==> src/rtl/serial_adder_ctrl.sv <==
// Bit-serial add/subtract: one shared full adder, LSB first, one bit per clock; result after WIDTH clocks.
// Accepts only in IDLE (in_ready); result and flags held in DONE until out_ready.

module fulladder (
   input  logic a,
   input  logic b,
   input  logic cin,
   output logic sum,
   output logic cout
);
   assign sum  = a ^ b ^ cin;
   assign cout = (a & b) | (cin & (a ^ b));
endmodule

module serial_adder_ctrl #(
   parameter int WIDTH = 8
) (
   input  logic             clk,
   input  logic             rst_n,
   input  logic             in_valid,
   output logic             in_ready,
   input  logic             op_sub,
   input  logic [WIDTH-1:0] a,
   input  logic [WIDTH-1:0] b,
   output logic             out_valid,
   input  logic             out_ready,
   output logic [WIDTH-1:0] result,
   output logic             cout,
   output logic             ovf
);
   localparam int CNT_W = (WIDTH > 1) ? $clog2(WIDTH) : 1;

   typedef enum logic [1:0] {
      IDLE = 2'd0,
      RUN  = 2'd1,
      DONE = 2'd2
   } state_t;

   state_t             state, state_nxt;
   logic [WIDTH-1:0]   a_sh, b_sh, res_sh;
   logic               carry;
   logic [CNT_W-1:0]   cnt;
   logic               ovf_r;
   logic               load;
   logic               last_bit;
   logic               fa_sum, fa_cout;

   assign last_bit = (cnt == CNT_W'(WIDTH - 1));

   fulladder u_fa (
      .a    (a_sh[0]),
      .b    (b_sh[0]),
      .cin  (carry),
      .sum  (fa_sum),
      .cout (fa_cout)
   );

   always_ff @(posedge clk or negedge rst_n) begin
      if (!rst_n) state <= IDLE;
      else        state <= state_nxt;
   end

   always_comb begin
      state_nxt = state;
      in_ready  = 1'b0;
      out_valid = 1'b0;
      load      = 1'b0;
      case (state)
         IDLE: begin
            in_ready = 1'b1;
            if (in_valid) begin
               load      = 1'b1;
               state_nxt = RUN;
            end
         end
         RUN: begin
            if (last_bit) state_nxt = DONE;
         end
         DONE: begin
            out_valid = 1'b1;
            if (out_ready) state_nxt = IDLE;
         end
         default: state_nxt = IDLE;
      endcase
   end

   // Subtraction is a + ~b + 1: the +1 enters as the initial carry.
   always_ff @(posedge clk or negedge rst_n) begin
      if (!rst_n) begin
         a_sh   <= '0;
         b_sh   <= '0;
         res_sh <= '0;
         carry  <= 1'b0;
         cnt    <= '0;
         ovf_r  <= 1'b0;
      end else if (load) begin
         a_sh   <= a;
         b_sh   <= op_sub ? ~b : b;
         carry  <= op_sub;
         cnt    <= '0;
         res_sh <= '0;
      end else if (state == RUN) begin
         res_sh <= {fa_sum, res_sh[WIDTH-1:1]};
         a_sh   <= a_sh >> 1;
         b_sh   <= b_sh >> 1;
         carry  <= fa_cout;
         if (last_bit) ovf_r <= carry ^ fa_cout;
         else          cnt   <= cnt + 1'b1;
      end
   end

   assign result = (state == DONE) ? res_sh : '0;
   assign cout   = (state == DONE) ? carry  : 1'b0;
   assign ovf    = (state == DONE) ? ovf_r  : 1'b0;

endmodule

==> config.mk <==
export PLATFORM = sky130hd
export DESIGN_NAME = serial_adder_ctrl
export DESIGN_NICKNAME = d
export VERILOG_FILES = /design/src/rtl/serial_adder_ctrl.sv
export SDC_FILE = /design/constraint.sdc
export NUM_CORES = 1
export LEC_CHECK = 0
export CAP_MARGIN = 20
export CORE_MARGIN = 2
export CORE_UTILIZATION = 49
export DETAILED_ROUTE_END_ITERATION = 6
export PLACE_DENSITY = 0.76
export SYNTH_ARGS = -nofsm -noshare
export SYNTH_HDL_FRONTEND = slang
export SYNTH_SLANG_ARGS = --single-unit
==> constraint.sdc <==
create_clock -name clk -period 1.8 [get_ports clk]
set_input_delay 0.36 -clock clk [delete_from_list [all_inputs] [get_ports clk]]
set_output_delay 0.36 -clock clk [all_outputs]
set_load 0.02 [all_outputs]
==> metrics.md <==
| Metric | Value |
|---|---|
| Total gr overflow | 0 |
| Worst R2R Path Depth | 5 |
| Worst EP required | 1.44 ns |
| Die Area | 3520 um2 |
| Post-synth EDFFs | 0 |
| Pin count of the biggest net entering global routing | 32 |
| Crit path largest cell delay | 0.38 ns |
| Clock Pin Slew Worst Setup and Hold Paths | 0.10 ns |
| Outcome | finished clean |
| Area delta synth->final | 25.3% |
| CORE AREA | 2980 um2 |
| Gpl congestion | 0.726 |
| All-layer global routing usage | 0.187 |
| Minimum clock period after layout | 1.67 ns |
| Worst skew pair latency | 0.33 ns |
| Die W | 59.3 um |
| Synthesized area per cell | 10.1 um2 |
| PortBufs | 32 |
| CP max-delay cell | dfrtp_1 |
| Peak supply drop | 0.852 mV |
| Final wirelength | 2.87 mm |
| Initial Util | 0.503 |
| Flops & latches, synth | 31 |
| Clk buf depth | 2 |
| Yosys Warn Count | 0 |
| Pleak | 0.942 nW |
| Max-Slew Margin vs Limit | 0.726 |
| WP data arrival | 1.31 ns |
| Setup TNS | 0 ns |
| Post-synth design cell area | 1500 um2 |
| Initial detailed-routing violation count | 20 |
| CTS tree | yes |
| Layout cell share with drive strength beyond 1 | 0.158 |
| Primary FF master, synth | dfrtp_1 |
| Max cap viols | 0 |
| Min-Delay Path Class | primary input to asynchronous set/reset pin |
| H-tree Lvls | 2 |
| Pre-antenna DRT Iters | 4 |
| DR vias | 1,173 |
| # DRC | 0 |
| Total setup buffers inserted after CTS | 0 |
| CP max FO | 12 |
| Crit path cell chain | nor2b_1 > buf_4 > dlygate4sd2_1 |
| Endpoint class of the critical path | primary output |
| Fmax | 0.597 GHz |
| Die H | 59.3 um |
| Clk root buf | clkbuf_4 |
| Final Max Tran Viols | 0 |
| Asr flop ratio synth | 1.00 |
| Nets | 213 |
| Antenna violations before repair | 0 |
| Netlist cell types | 27 |
| Final Hold Viols | 0 |
| Diode count | 0 |
| Seq/Total Area, Yosys | 0.518 |
| Fin crit share | 0.930 |
| DPL Wire Length | 2.16 mm |
| RSZ-0062 raised after global routing | no |
| Clk sink count | 31 |
| Vias per cell | 5.26 |
| Clock Skew | 0.0136 ns |
| Syn Nets | 172 |
| WS Path Type | flop to primary output |
| Antenna Nets Post-Route | 0 |
| Slew @ Worst Pin | 0.410 ns |
| # IOs | 33 |
| Post-Syn Instances | 148 |
| Fin util | 0.631 |
| Pwr/cell area | 1420 nW/um2 |
| First-pass GRT wire length | 4.89 mm |
| Kind of start point of the critical path | flop |
| Detailed-route wire length per cell | 12.9 um |
| Inserted Clock Buffers | 5 |
| Hold Buf Count CTS | 0 |
| Num rows | 20 |
| Vias in the first global route | 1,153 |
| Final setup vio count | 0 |
power by group:
| group | switching [mW] | internal [mW] |
|---|---|---|
| clock | 0.231 | 0.152 |
| sequential | 0.187 | 0.998 |
| combinational | 0.582 | 0.525 |
cells in the final DEF, fill, tap and decap left out, drive strengths merged, types with 6 or more instances in the layout:
master / count
nand2: 37
dfrtp: 31
buf: 21
clkdlybuf4s50: 20
and2: 10
nand3: 10
nor2: 9
a22oi: 8
xnor2: 7
clkbuf: 7
a221o: 6
flip-flops by register name (all words and copies together) (netlist names):
signal  count
a_sh        8
b_sh        8
res_sh      8
cnt         3
state       2
carry       1
ovf_r       1
cell usage after synthesis, types with 2 or more instances:
cell	count	share of area
nand2_1	37	0.093
xnor2_1	7	0.041
a221o_1	6	0.040
ha_1	2	0.017
a22o_1	2	0.012
buf_6	3	0.023
buf_2	4	0.013
inv_1	2	0.0050
xor2_1	2	0.012
a22oi_1	8	0.040
nor2_1	9	0.023
o21ai_0	2	0.0067
nand3_1	10	0.033
and2_1	10	0.042
nor2b_1	2	0.0083
dfrtp_1	31	0.52
critical path: cells and delay by family (launching register included):
kind,cells,cell delay [ns]
simple gates,1,0.13
buf+inv,2,0.48
flops,1,0.38
path summary, 6_finish.rpt:
| check | endpoint | slack, ns | from |
|---|---|---|---|
| min in group clk | a_sh[4]$_DFFE_PN0P_ | 0.49 | a_sh[4]$_DFFE_PN0P_ |
| max reg2reg | cnt[0]$_DFFE_PN0P_ | 0.22 | cnt[0]$_DFFE_PN0P_ |
| min | b_sh[3]$_DFFE_PN0P_ | 0.41 | rst_n |
| max | out_valid | 0.13 | state[1]$_DFFE_PN0P_ |
| max in group asynchronous | state[0]$_DFFE_PN0P_ | 1.10 | rst_n |
| min reg2reg | a_sh[4]$_DFFE_PN0P_ | 0.49 | a_sh[4]$_DFFE_PN0P_ |
logic make-up (layout without fill, tap and decap cells):
family / Yosys count / after routing / synth area share
flops: 31 / 31 / 0.518
simple gates: 72 / 72 / 0.230
mux: 2 / 2 / 0.0150
buf+inv: 11 / 53 / 0.0467
compound gates: 20 / 20 / 0.108
xor+xnor: 9 / 9 / 0.0526
fa+ha+maj: 3 / 3 / 0.0300
through the flow:
stage | worst slack, ns | cell area, um2 | cells | total power, mW | hold slack (ns)
6_report | 0.125 | 1880 | 223 | 2.67 | 0.411
5_1_grt | 0.0225 | 1880 | 223 | 2.93 | 0.421
4_1_cts | 0.0117 | 1940 | 223 | 2.72 | 0.414
3_5_place_dp | 0.0542 | 1880 | 215 | 2.34 | 0.468
3_3_place_gp | 0.0851 | 1880 | 215 | 2.26 | 0.460
2_1_floorplan | 0.304 | 1500 | 148 | 1.99 | 0.0644
repair_timing:
item	in CTS	in global routing
setup endpoints to repair	12	10
gates resized for setup	32	10
hold endpoints to repair	0	0
pin swaps	0	0
final cells by class:
| type | count | area, um2 |
|---|---|---|
| Fill cell | 273 | 1100 |
| Sequential cell | 31 | 776 |
| Multi-Input combinational cell | 106 | 653 |
| Timing Repair Buffer | 43 | 350 |
| Clock buffer | 7 | 45.0 |
| Tap cell | 33 | 41.3 |
| Inverter | 2 | 7.51 |
| Clock inverter | 1 | 5.00 |
routing by layer:
metal / global-route usage / vias up / routed length [um]
met4: 0.0779 / 0 / 57
li1: - / 580 / -
met3: 0.0699 / 7 / 172
met5: 0 / - / 0
met1: 0.220 / 557 / 1210
met2: 0.308 / 29 / 1440
No activity file was read; power rests on OpenSTA's default activity.
